File: src/rtl/core_types_pkg.sv
// ---------------------------------------------------------------------------
// core_types_pkg
// Shared rename-stage types and sizing constants.
//   phys_reg_tag_t    : physical register tag (log2 NUM_PHYS_REGS bits)
//   free_list_ptr_t   : head/tail index into the free list, wraps mod depth
//   free_list_count_t : free list occupancy, one bit wider than the pointer
//                       so that the full value (FREE_LIST_DEPTH) is representable
// ---------------------------------------------------------------------------
package core_types_pkg;

    localparam int NUM_ARCH_REGS    = 32;
    localparam int NUM_PHYS_REGS    = 64;
    localparam int PHYS_REG_TAG_W   = $clog2(NUM_PHYS_REGS);

    typedef logic [PHYS_REG_TAG_W-1:0] phys_reg_tag_t;

    // Must be a power of two so the pointers can wrap by plain overflow.
    localparam int FREE_LIST_DEPTH  = NUM_PHYS_REGS - NUM_ARCH_REGS;
    localparam int FREE_LIST_PTR_W  = $clog2(FREE_LIST_DEPTH);
    localparam int FREE_LIST_CNT_W  = FREE_LIST_PTR_W + 1;

    typedef logic [FREE_LIST_PTR_W-1:0] free_list_ptr_t;
    typedef logic [FREE_LIST_CNT_W-1:0] free_list_count_t;

endpackage

File: src/rtl/phys_reg_free_list.sv
// ---------------------------------------------------------------------------
// phys_reg_free_list
// Circular FIFO of free physical register tags feeding rename/dispatch.
//
// Ports:
//   CLK, RST                             clock, synchronous active-high reset
//   dequeue_valid        (in)            dispatch consumes the head tag
//   dequeue_ready        (out)           a tag is available and no revert is pending
//   dequeue_phys_reg_tag (out)           tag at head (combinational from state)
//   commit_enqueue_valid (in)            ROB commit returns an old dest tag
//   commit_enqueue_phys_reg_tag (in)     tag being freed, written at tail
//   revert_valid         (in)            map-table revert this cycle
//   revert_speculated_dest_phys_reg_tag  tag pushed back in front of head
//   free_count           (out)           registered occupancy
//   overflow_error       (out)           sticky: an enqueue was dropped when full
// ---------------------------------------------------------------------------
module phys_reg_free_list
    import core_types_pkg::*;
(
    input  logic             CLK,
    input  logic             RST,
    input  logic             dequeue_valid,
    output logic             dequeue_ready,
    output phys_reg_tag_t    dequeue_phys_reg_tag,
    input  logic             commit_enqueue_valid,
    input  phys_reg_tag_t    commit_enqueue_phys_reg_tag,
    input  logic             revert_valid,
    input  phys_reg_tag_t    revert_speculated_dest_phys_reg_tag,
    output free_list_count_t free_count,
    output logic             overflow_error
);

    localparam free_list_count_t DEPTH_C = free_list_count_t'(FREE_LIST_DEPTH);

    phys_reg_tag_t    r_entries [FREE_LIST_DEPTH];
    free_list_ptr_t   r_head;
    free_list_ptr_t   r_tail;
    free_list_count_t r_count;
    logic             r_overflow;

    logic             w_dequeue_fire;
    logic             w_revert_grant;
    logic             w_commit_grant;
    logic             w_enq_dropped;
    free_list_ptr_t   w_head_dec;
    free_list_ptr_t   w_head_nxt;
    free_list_count_t w_count_nxt;

    // A revert retracts the dequeue that produced its tag, so dispatch must
    // not take a fresh tag in the same cycle.
    assign dequeue_ready        = (r_count != '0) & ~revert_valid;
    assign dequeue_phys_reg_tag = r_entries[r_head];
    assign free_count           = r_count;
    assign overflow_error       = r_overflow;

    always_comb begin
        w_dequeue_fire = dequeue_valid & dequeue_ready;
        // Revert is granted first; commit only gets a slot if one remains
        // after the revert. This also keeps the revert slot (head-1) and
        // the commit slot (tail) from ever colliding.
        w_revert_grant = revert_valid & (r_count < DEPTH_C);
        w_commit_grant = commit_enqueue_valid &
                         ((r_count + free_list_count_t'(w_revert_grant)) < DEPTH_C);
        w_enq_dropped  = (revert_valid & ~w_revert_grant) |
                         (commit_enqueue_valid & ~w_commit_grant);

        w_head_dec = r_head - free_list_ptr_t'(1);
        w_head_nxt = r_head;
        if (w_revert_grant)
            w_head_nxt = w_head_dec;
        else if (w_dequeue_fire)
            w_head_nxt = r_head + free_list_ptr_t'(1);

        w_count_nxt = r_count
                    + free_list_count_t'(w_commit_grant)
                    + free_list_count_t'(w_revert_grant)
                    - free_list_count_t'(w_dequeue_fire);
    end

    always_ff @(posedge CLK) begin
        if (RST) begin
            for (int i = 0; i < FREE_LIST_DEPTH; i++)
                r_entries[i] <= phys_reg_tag_t'(NUM_ARCH_REGS + i);
            r_head     <= '0;
            r_tail     <= '0;
            r_count    <= DEPTH_C;
            r_overflow <= 1'b0;
        end else begin
            if (w_revert_grant)
                r_entries[w_head_dec] <= revert_speculated_dest_phys_reg_tag;
            if (w_commit_grant) begin
                r_entries[r_tail] <= commit_enqueue_phys_reg_tag;
                r_tail            <= r_tail + free_list_ptr_t'(1);
            end
            r_head  <= w_head_nxt;
            r_count <= w_count_nxt;
            if (w_enq_dropped)
                r_overflow <= 1'b1;
        end
    end

endmodule

File: config.mk
export PLATFORM = sky130hd
export DESIGN_NAME = phys_reg_free_list
export DESIGN_NICKNAME = d
export VERILOG_FILES = /design/src/rtl/core_types_pkg.sv /design/src/rtl/phys_reg_free_list.sv
export SDC_FILE = /design/constraint.sdc
export NUM_CORES = 1
export LEC_CHECK = 0
export CAP_MARGIN = 20
export CORE_UTILIZATION = 30
export DETAILED_ROUTE_END_ITERATION = 10
export GPL_TIMING_DRIVEN = 0
export SYNTH_ARGS = -nofsm -noshare
export SYNTH_HDL_FRONTEND = slang
export SYNTH_SLANG_ARGS = --single-unit
File: constraint.sdc
create_clock -name CLK -period 8.25 [get_ports CLK]
set_input_delay 0.825 -clock CLK [delete_from_list [all_inputs] [get_ports CLK]]
set_output_delay 0.825 -clock CLK [all_outputs]
set_load 0.02 [all_outputs]
==> key figures, run 1 <==
Finish
  • Fillers: 4019
  • Layout cells sized above 1: 11.1%
  • Highest-count cells in the layout ignoring fill and taps: 192 x edfxtp_1, 132 x nor2_1, 92 x nand2_1
  • Area Overhead vs Synth: 14.4%
  • Commonest non-fill, non-tap cell in the layout: edfxtp_1
  • Inserted Diodes: 0
  • Net count, final: 1230

Power and ir drop
  • Sw frac: 33.7%
  • Total internal power: approximately 2.3 mW
  • Cell leakage power: 4.14 nW
  • Worst vdd ir: 0.202 mV
  • Clock network fraction of total power: 34.8%
  • Power Density: 246 mW/mm²
  • Comb power frac: 28.2%
  • Seq pwr share: 37.0%
  • Psw: roughly 1.2 mW
  • Overall Power: 3.44 mW

Setup path
  • Critical path's top delay family: buffers and inverters
  • Worst flop-to-flop path startpoint: free_count[5]
  • Crit path launch type: flop
  • WP data arrival: 3.54 ns
  • R2R Setup Slk: approximately 4.9 ns
  • Crit-path cells: buf_2, buf_2, buf_2, mux4_2, a221oi_1, nand3_1, clkdlybuf4s50_1
  • Most frequent CP cell: buf_2
  • Worst path bufs/invs: 4
  • Worst path slowest cell: clkdlybuf4s50_1
  • R2R Path End: free_count[4]
  • Crit. End Element: output pin
  • FF-to-FF path depth: 12
  • WP data required: between 7 and 8 ns
  • WS Path Type: flop to output pin
  • CP max stage delay: 0.58 ns
  • Critical Path Fanout Max: 10

STA
  • Fin crit share: 52.9%
  • Max Slew Vio Count: 0
  • Worst slew pin tran: 1.23 ns
  • Final Setup Violations: 0
  • Worst Setup Slack, final: 3.89 ns
  • Min cycle time layout: 4.36 ns
  • Fin Setup TNS: 0 ns
  • Hold WS: 0.535 ns
  • RSZ-0062 raised after global routing: false
  • Max Freq: 229 MHz
  • Slew HR: 17.6%
  • Worst clock skew: 0.0183 ns
  • Final hold viol count: 0

Placed design
  • Hpwl dp: 34100 µm
  • DP Worst Slack: 4.19 ns
  • Port Buf Inserts: 22
  • Gpl congestion: 1.04

GRT
  • Initial antenna violation count: 3
  • Number of global-route vias before repair: a little under 10000
  • First-pass GRT wire length: 65600 µm
  • Largest net degree at the start of global routing: 13
  • All-layer global routing usage: 21.7%
  • Grt ovf: 0

Floorplanning
  • I/O pins: 31
  • Die area: 0.0416 mm²
  • Initial Util: a little under a third
  • Die Y: 204 µm
  • Die W: 204 µm
  • CORE AREA: between 0.04 and 0.05 mm²
  • Num rows: between 70 and 80

Synth
  • Count of state elements after synthesis: between 200 and 250
  • Netlist cell types: 71
  • Synthesis Warnings: 0
  • Net count after synthesis: approximately 1200
  • Share of synthesized registers carrying an async set or reset: 0%
  • Syn Inst Count: 1141
  • Synthesized cell area: 0.0122 mm²
  • Register area share after synthesis: 50.7%
  • Syn Area/Cell: 10.7 µm²
  • Ys flop type: edfxtp_1
  • Post-synth EDFFs: approximately 190

Routing
  • Vias per Instance: 6.06
  • Drt drc: 0
  • Routed wire length: ~46000 µm
  • DRT iter0 DRCs: 1917
  • Initial DRT Pass Iterations: 7
  • Vias: 10500
  • Routed len/inst: 26.6 µm
  • Antenna Violating Nets Remaining: 0

CTS
  • Root Buffer: clkbuf_16
  • Post-CTS Hold Buffers: 0
  • Sink Count: 214
  • Clock Tree Buf Depth: 3
  • H-tree lvl count: 1
  • Num CTS Buffers: 26
  • Reg clk slew, reported paths: ~0.060 ns
  • CTS tree: done
  • Latest clock arrival within the worst-skew pair: 0.54 ns
  • Post-CTS setup repair buffer count: 0
  • # resized after CTS: 0

Status
  • Status: complete, no violations

Min path
  • Hold Crit Depth: 2
  • HP Start: overflow_error
  • Worst hold path type: flop to flop
  • Hold path endpoint: overflow_error

Run
  • Max-Cap Viols: 0
## cell type report
class | count | area [µm²] | share of cell area [%]
tap | 525 | 657 | 4.69
clock buffer | 33 | 698 | 4.99
sequential | 214 | 6210 | 44.3
clock inverter | 15 | 184 | 1.31
multi-input combinational | 794 | 5440 | 38.9
buffer | 110 | 500 | 3.57
timing repair buffer | 23 | 228 | 1.63
inverter | 23 | 86.3 | 0.617
## worst min-delay path: stages, from the launching register on
cell      delay [ns]
dfxtp_1         0.34
a221oi_1        0.06
nor2_1          0.09
## power groups by stage
stage / sequential [mW] / combinational (mW) / clock [mW]
2_1_floorplan: 1.29 / 0.577 / 0
3_3_place_gp: 1.29 / 0.924 / 0
3_5_place_dp: 1.29 / 0.937 / 0
4_1_cts: 1.27 / 0.942 / 1.19
5_1_grt: 1.28 / 1.01 / 1.24
6_report: 1.27 / 0.972 / 1.20
## registers in the layout, indices dropped and copies added, names as in the netlist, named ones only
register	count
free_count	6
overflow_error	1
r_entries	192
r_head	5
r_tail	5
## cells in the mapped netlist (15+ instances only)
cell type,count,share of area (%)
nand3_1,70,2.9
nor2_1,132,4.1
nand2_1,92,2.8
a21oi_1,19,0.78
a22oi_1,15,0.92
o22ai_1,22,1.1
inv_1,21,0.64
ha_1,19,1.9
clkbuf_1,55,1.7
a31oi_1,90,4.6
dfxtp_1,22,3.6
o211ai_1,24,1.5
buf_2,37,1.5
o31ai_1,47,2.9
mux4_2,24,4.4
edfxtp_1,192,47
mux2i_1,53,4.3
nor3_1,24,0.98
## kinds of logic after synthesis
kind of cell / share of synthesized area, %
AO/OA/AOI/OAI: 17.2
multiplexers: 8.76
buffers and inverters: 4.80
flip-flops: 50.7
adder cells (fa/ha/maj): 2.27
XOR/XNOR: 0.644
AND/OR/NAND/NOR: 15.6
## per-layer routing
metal  GRT usage (%)  up-vias  wire, µm
met5               0        -        26
met3            5.21      167      6040
met4            9.67        6      2420
met1            30.1     5039     18500
li1                -     4520         -
met2            32.0      797     19200
## how the worst max path moves through the flow
stage                  start                       to  slack (ns)  depth (start not counted)
3_5_place_dp             RST          r_entries[0][2]        4.19                          6
5_1_grt                 flop  dequeue_phys_reg_tag[3]        3.85                          7
2_1_floorplan  free_count[5]            free_count[4]        4.94                         12
3_3_place_gp             RST          r_entries[0][2]        4.16                          6
6_report                flop  dequeue_phys_reg_tag[2]        3.89                          7
4_1_cts                 flop  dequeue_phys_reg_tag[2]        3.90                          7
## metrics by stage
stage | area [µm²] | cells | util [%]
after global routing | 14000 | 1737 | 35.0
after floorplan | 12200 | 1141 | -
after global placement | 13100 | 1688 | 32.8
after detailed placement | 13100 | 1689 | 32.8
after CTS | 14000 | 1737 | 35.0
final | 14000 | 1737 | 35.0
(Power assumes the default switching activity.)
==> run 2: changes to the inputs <==
==> constraint.sdc (replaced) <==
create_clock -name CLK -period 3.55 [get_ports CLK]
set_input_delay 0.355 -clock CLK [delete_from_list [all_inputs] [get_ports CLK]]
set_output_delay 0.355 -clock CLK [all_outputs]
set_load 0.02 [all_outputs]
==> run 2 against run 1 <==
Via count rose by 0.29%. Combinational power rose by 130%. Flip-flop and latch count did not move. Clock power rose by 130%. Critical path depth did not move. Cell count did not move. Final area rose by 0.40%.
==> key figures, run 2 (same netlist as run 1, synthesis figures left out) <==
GRT
  • Grt ovf: 0
  • Initial antenna violation count: 3
  • Number of global-route vias before repair: about 9600
  • All-layer global routing usage: 21.7%
  • Largest net degree at the start of global routing: 13
  • First-pass GRT wire length: 65700 µm

Finish
  • Layout cells sized above 1: 11.7%
  • Storage cell area: 0.00621 mm²
  • Commonest non-fill, non-tap cell in the layout: edfxtp_1
  • Net count, final: 1230
  • Fillers: 4019
  • Non-filler cells, final: about 1700
  • Area Overhead vs Synth: 14.9%
  • Area of the multi-input gates: approximately 0.0055 mm²
  • Final Util: 35.1%
  • Inserted Diodes: 0
  • Largest register FFs: 192
  • Reg with most FFs: r_entries
  • Highest-count cells in the layout ignoring fill and taps: 192 x edfxtp_1, 132 x nor2_1, 92 x nand2_1

Power and ir drop
  • Comb power frac: around 28%
  • Seq pwr share: 36.9%
  • Sw frac: 33.9%
  • Total internal power: 5.30 mW
  • Clock network fraction of total power: 34.8%
  • Worst vdd ir: 0.472 mV
  • Cell leakage power: 4.19 nW
  • Power Density: 570 mW/mm²
  • Psw: 2.71 mW

Setup path
  • Crit path launch type: flop
  • CP max stage delay: around 0.57 ns
  • R2R Path End: r_entries[25][0]
  • Worst flop-to-flop path startpoint: r_head[1]
  • FF-to-FF path depth: 7
  • Crit. End Element: output pin
  • Critical Path Fanout Max: 10
  • WS Path Type: flop to output pin
  • WP data arrival: 3.14 ns
  • Worst path slowest cell: clkdlybuf4s50_1
  • R2R Setup Slk: approximately 0.27 ns
  • Crit-path cells: buf_2, buf_4, mux4_2, a22o_1, a221oi_1, nand3_1, clkdlybuf4s50_1
  • WP data required: approximately 3.2 ns

CTS
  • Post-CTS setup repair buffer count: 0
  • H-tree lvl count: 1
  • Sink Count: ~210
  • Clock Tree Buf Depth: 3
  • Root Buffer: clkbuf_16
  • Latest clock arrival within the worst-skew pair: around 0.54 ns
  • Reg clk slew, reported paths: 0.06 ns
  • Num CTS Buffers: 26
  • CTS tree: done

STA
  • Worst clock skew: 0.0165 ns
  • Min cycle time layout: 3.49 ns
  • Slew HR: 18.5%
  • Worst slew pin tran: 1.22 ns
  • RSZ-0062 raised after global routing: false
  • Hold WS: around 0.26 ns
  • Final Setup Violations: 0
  • Final hold viol count: 0
  • Max Slew Vio Count: 0
  • Fin crit share: 98.3%
  • Max Freq: 286 MHz

Routing
  • Drt drc: 0
  • Routed len/inst: 26.6 µm
  • Routed wire length: 46200 µm
  • Vias per Instance: 6.08
  • Antenna Violating Nets Remaining: 0
  • Vias: between 10000 and 15000
  • Initial DRT Pass Iterations: 7
  • DRT iter0 DRCs: 1753

Floorplanning
  • Die area: 0.0416 mm²
  • CORE AREA: 0.0400 mm²
  • Die Y: 204 µm
  • I/O pins: 31
  • Initial Util: 30.6%
  • Die W: 204 µm
  • Num rows: 73

Min path
  • Hold Crit Depth: 3
  • HP Start: revert_valid
  • Hold path endpoint: overflow_error
  • Worst hold path type: primary input to flop

Run
  • Max-Cap Viols: 0

Placed design
  • Inst Count DP: 1689
  • Hpwl dp: 34100 µm
  • Gpl congestion: 1.04
  • Port Buf Inserts: 22

Status
  • Status: complete, no violations
run 2: changes by cell type in the layout (fill, tap and decap cells not counted), sizes merged:
cell	change
buf	-3
clkbuf	+3
clkdlybuf4s50	-4
dlygate4sd2	+2
dlymetal6s2s	+2
run 2: timing repair:
action / CTS / global route
cloned: 0 / 0
gates resized for setup: 11 / 11
hold buffers: 0 / 0
endpoints found under the hold margin: 0 / 0
endpoints found under the setup margin: 6 / 5
run 2: metal layers:
layer,up-vias,global-route usage (%),part of all wire [%]
li1,4527,-,-
met1,5023,30.3,40
met2,817,31.8,42
met3,187,5.01,13
met4,6,10.2,5.6
met5,-,0,0.052
run 2: power by group through the flow:
stage	Sequential, mW	Combinational (mW)	Clock (mW)
after floorplan	3.01	1.34	0
after global placement	3.01	2.15	0
after detailed placement	3.01	2.18	0
after CTS	2.96	2.19	2.78
after global routing	2.97	2.35	2.87
final	2.96	2.26	2.79
run 2: cell type report:
class / count / area share (%)
buffer: 110 / 3.72
sequential: 214 / 44.2
tap: 525 / 4.67
timing repair buffer: 23 / 1.64
inverter: 23 / 0.614
clock inverter: 15 / 1.31
clock buffer: 33 / 4.97
multi-input combinational: 794 / 38.9
run 2: worst max-delay path by stage:
stage	cells after the start	slack, ns	from	endpoint
2_1_floorplan	12	0.24	free_count[5]	free_count[4]
3_3_place_gp	6	-0.07	RST	r_entries[0][2]
3_5_place_dp	6	-0.04	RST	r_entries[0][2]
4_1_cts	7	0.007	flop	dequeue_phys_reg_tag[3]
5_1_grt	8	0.01	flop	dequeue_phys_reg_tag[5]
6_report	7	0.06	flop	dequeue_phys_reg_tag[5]
run 2: critical path, delay by kind of cell (launching register included):
kind | cells | cell delay, ns
buffers and inverters | 3 | 1.12
AO/OA/AOI/OAI | 2 | 0.66
multiplexers | 1 | 0.35
flip-flops | 1 | 0.30
AND/OR/NAND/NOR | 1 | 0.17
run 2: per-stage QoR:
stage / cell area (µm²) / setup TNS, ns / power (mW) / setup slack (ns)
after global placement: 13100 / -0.455 / 5.15 / -0.0693
final: 14100 / 0 / 8.01 / 0.0588
after CTS: 14000 / 0 / 7.92 / 0.00740
after global routing: 14100 / 0 / 8.20 / 0.0130
after floorplan: 12200 / 0 / 4.35 / 0.243
after detailed placement: 13100 / -0.258 / 5.18 / -0.0435
==> run 3: changes to the inputs <==
--- a/config.mk
+++ b/config.mk
@@ -6,9 +6,12 @@
 export NUM_CORES = 1
 export LEC_CHECK = 0
 export CAP_MARGIN = 20
+export CELL_PAD_IN_SITES_DETAIL_PLACEMENT = 0
+export CELL_PAD_IN_SITES_GLOBAL_PLACEMENT = 1
 export CORE_UTILIZATION = 30
 export DETAILED_ROUTE_END_ITERATION = 10
 export GPL_TIMING_DRIVEN = 0
+export PLACE_DENSITY_LB_ADDON = 0.1
 export SYNTH_ARGS = -nofsm -noshare
 export SYNTH_HDL_FRONTEND = slang
 export SYNTH_SLANG_ARGS = --single-unit
==> run 3 against run 2 <==
Critical endpoint is now r_entries[14][1]. Clock power shrank 2%. Highest routed layer is now met4. Maximum frequency grew 1.3%. Worst setup slack gained 0.046 ns. Die area is the same. Final area grew 0.43%. Clock-buffer cell count shrank 3.
==> key figures, run 3 (same netlist as run 1, synthesis figures left out) <==
Floorplanning
  • Initial Util: 30.6%
  • I/O pins: 31
  • Die W: 204 µm
  • Die Y: 204 µm
  • Num rows: 73
  • Die area: 0.0416 mm²
  • CORE AREA: around 0.040 mm²

Power and ir drop
  • Worst vdd ir: just under 0.4 mV
  • Power Density: 567 mW/mm²
  • Overall Power: ~8 mW
  • Cell leakage power: 4.19 nW

Setup path
  • WP data arrival: about 3.6 ns
  • Worst path bufs/invs: 3
  • Crit path launch type: flop
  • Crit-path cells: inv_1, ha_1, buf_2, o32a_1, clkbuf_1, o211ai_1
  • Critical path's top delay family: compound AO/OA/AOI/OAI gates
  • Crit. End Element: flop
  • WP data required: 3.75 ns
  • CP max stage delay: 0.90 ns
  • Critical Path Fanout Max: 11
  • WS Path Type: flop to flop
  • Worst path slowest cell: o211ai_1

Finish
  • Final Util: 35.3%
  • Highest-count cells in the layout ignoring fill and taps: 192 x edfxtp_1, 132 x nor2_1, 92 x nand2_1
  • Reg with most FFs: r_entries
  • Area Overhead vs Synth: 15.4%
  • Inserted Diodes: 0
  • Largest register FFs: 192
  • Layout cells sized above 1: 12.1%
  • Net count, final: 1232
  • Fillers: 4097
  • Commonest non-fill, non-tap cell in the layout: edfxtp_1

STA
  • Slew HR: 25.6%
  • Worst slew pin tran: about 1.1 ns
  • Worst Setup Slack, final: approximately 0.10 ns
  • Final hold viol count: 0
  • Fin crit share: 97.1%
  • RSZ-0062 raised after global routing: false
  • Max Freq: 290 MHz
  • Final Setup Violations: 0
  • Min cycle time layout: 3.45 ns
  • Max Slew Vio Count: 0
  • Worst clock skew: 0.0299 ns

Routing
  • DR top layer: met4
  • Vias: 10100
  • Routed wire length: 52800 µm
  • Drt drc: 0
  • Routed len/inst: ~30 µm
  • Metal-1 WL: between 20000 and 25000 µm
  • Initial DRT Pass Iterations: 6
  • Met3 wire length: between 4000 and 5000 µm
  • Antenna Violating Nets Remaining: 0
  • Vias per Instance: just under 6
  • DRT iter0 DRCs: between 1000 and 1500
  • Wire length on met2: between 20000 and 25000 µm

Run
  • Max-Cap Viols: 0

CTS
  • Root Buffer: clkbuf_16
  • H-tree lvl count: 1
  • CTS tree: done
  • Reg clk slew, reported paths: 0.06 ns
  • Latest clock arrival within the worst-skew pair: around 0.58 ns
  • Sink Count: 214
  • Num CTS Buffers: 27
  • Clock Tree Buf Depth: 3
  • Post-CTS setup repair buffer count: 0

GRT
  • Initial antenna violation count: 0
  • Number of global-route vias before repair: between 9000 and 10000
  • All-layer global routing usage: 25.6%
  • Grt ovf: 0
  • First-pass GRT wire length: 74000 µm
  • Largest net degree at the start of global routing: 15

Placed design
  • DP Worst Slack: -0.260 ns
  • Port Buf Inserts: 22
  • Hpwl dp: 39600 µm
  • Gpl congestion: 0.895

Status
  • Status: complete, no violations

Min path
  • Worst hold path type: primary input to flop
## run 3: layout make-up
cell class / instances / area [µm²] / share of cell area, %
sequential: 214 / 6210 / 44.0
multi-input combinational: 794 / 5520 / 39.1
clock buffer: 30 / 687 / 4.87
tap: 525 / 657 / 4.65
buffer: 109 / 534 / 3.78
timing repair buffer: 25 / 245 / 1.74
clock inverter: 20 / 178 / 1.26
inverter: 23 / 86.3 / 0.612
## run 3: worst paths after layout
path | endpoint | slack, ns | startpoint | depth (start not counted)
setup / recovery | r_entries[14][1] | 0.10 | r_head[1] | 6
hold / removal | overflow_error | 0.22 | revert_valid | 3
setup reg to reg | r_entries[14][1] | 0.10 | r_head[1] | 6
hold reg to reg | overflow_error | 0.50 | overflow_error | 2
## run 3: what timing repair did
item	4_1_cts	5_1_grt
hold buffers	0	0
endpoints found under the setup margin	6	4
gates resized for setup	23	6
cloned	0	0
## run 3: worst min-delay path: cells and delay by family
family	cells	cell delay, ns
buffers and inverters	1	0.21
AND/OR/NAND/NOR	1	0.07
AO/OA/AOI/OAI	1	0.11
## run 3: layer usage
metal / global-route usage, % / vias to the layer above
met4: 7.17 / 0
met5: 0 / -
met1: 35.9 / 5008
li1: - / 4538
met3: 4.75 / 76
met2: 40.3 / 492
## run 3: where the power goes
group | switching, mW | internal [mW] | total [mW] | leakage (nW)
Sequential | 0.114 | 2.85 | 2.96 | 1.77
Clock | 1.17 | 1.55 | 2.73 | 0.420
Combinational | 1.54 | 0.776 | 2.31 | 2.00
Total | 2.82 | 5.18 | 8.00 | 4.19
## run 3: per-stage QoR
step / cells / instance area [µm²] / hold slack, ns / TNS (ns)
final: 1740 / 14100 / 0.219 / 0
after global routing: 1740 / 14100 / 0.288 / 0
after CTS: 1739 / 14100 / 0.216 / 0
after detailed placement: 1689 / 13100 / 0.478 / -11.71
after global placement: 1688 / 13100 / 0.488 / -11.39
after floorplan: 1141 / 12200 / 0.499 / 0
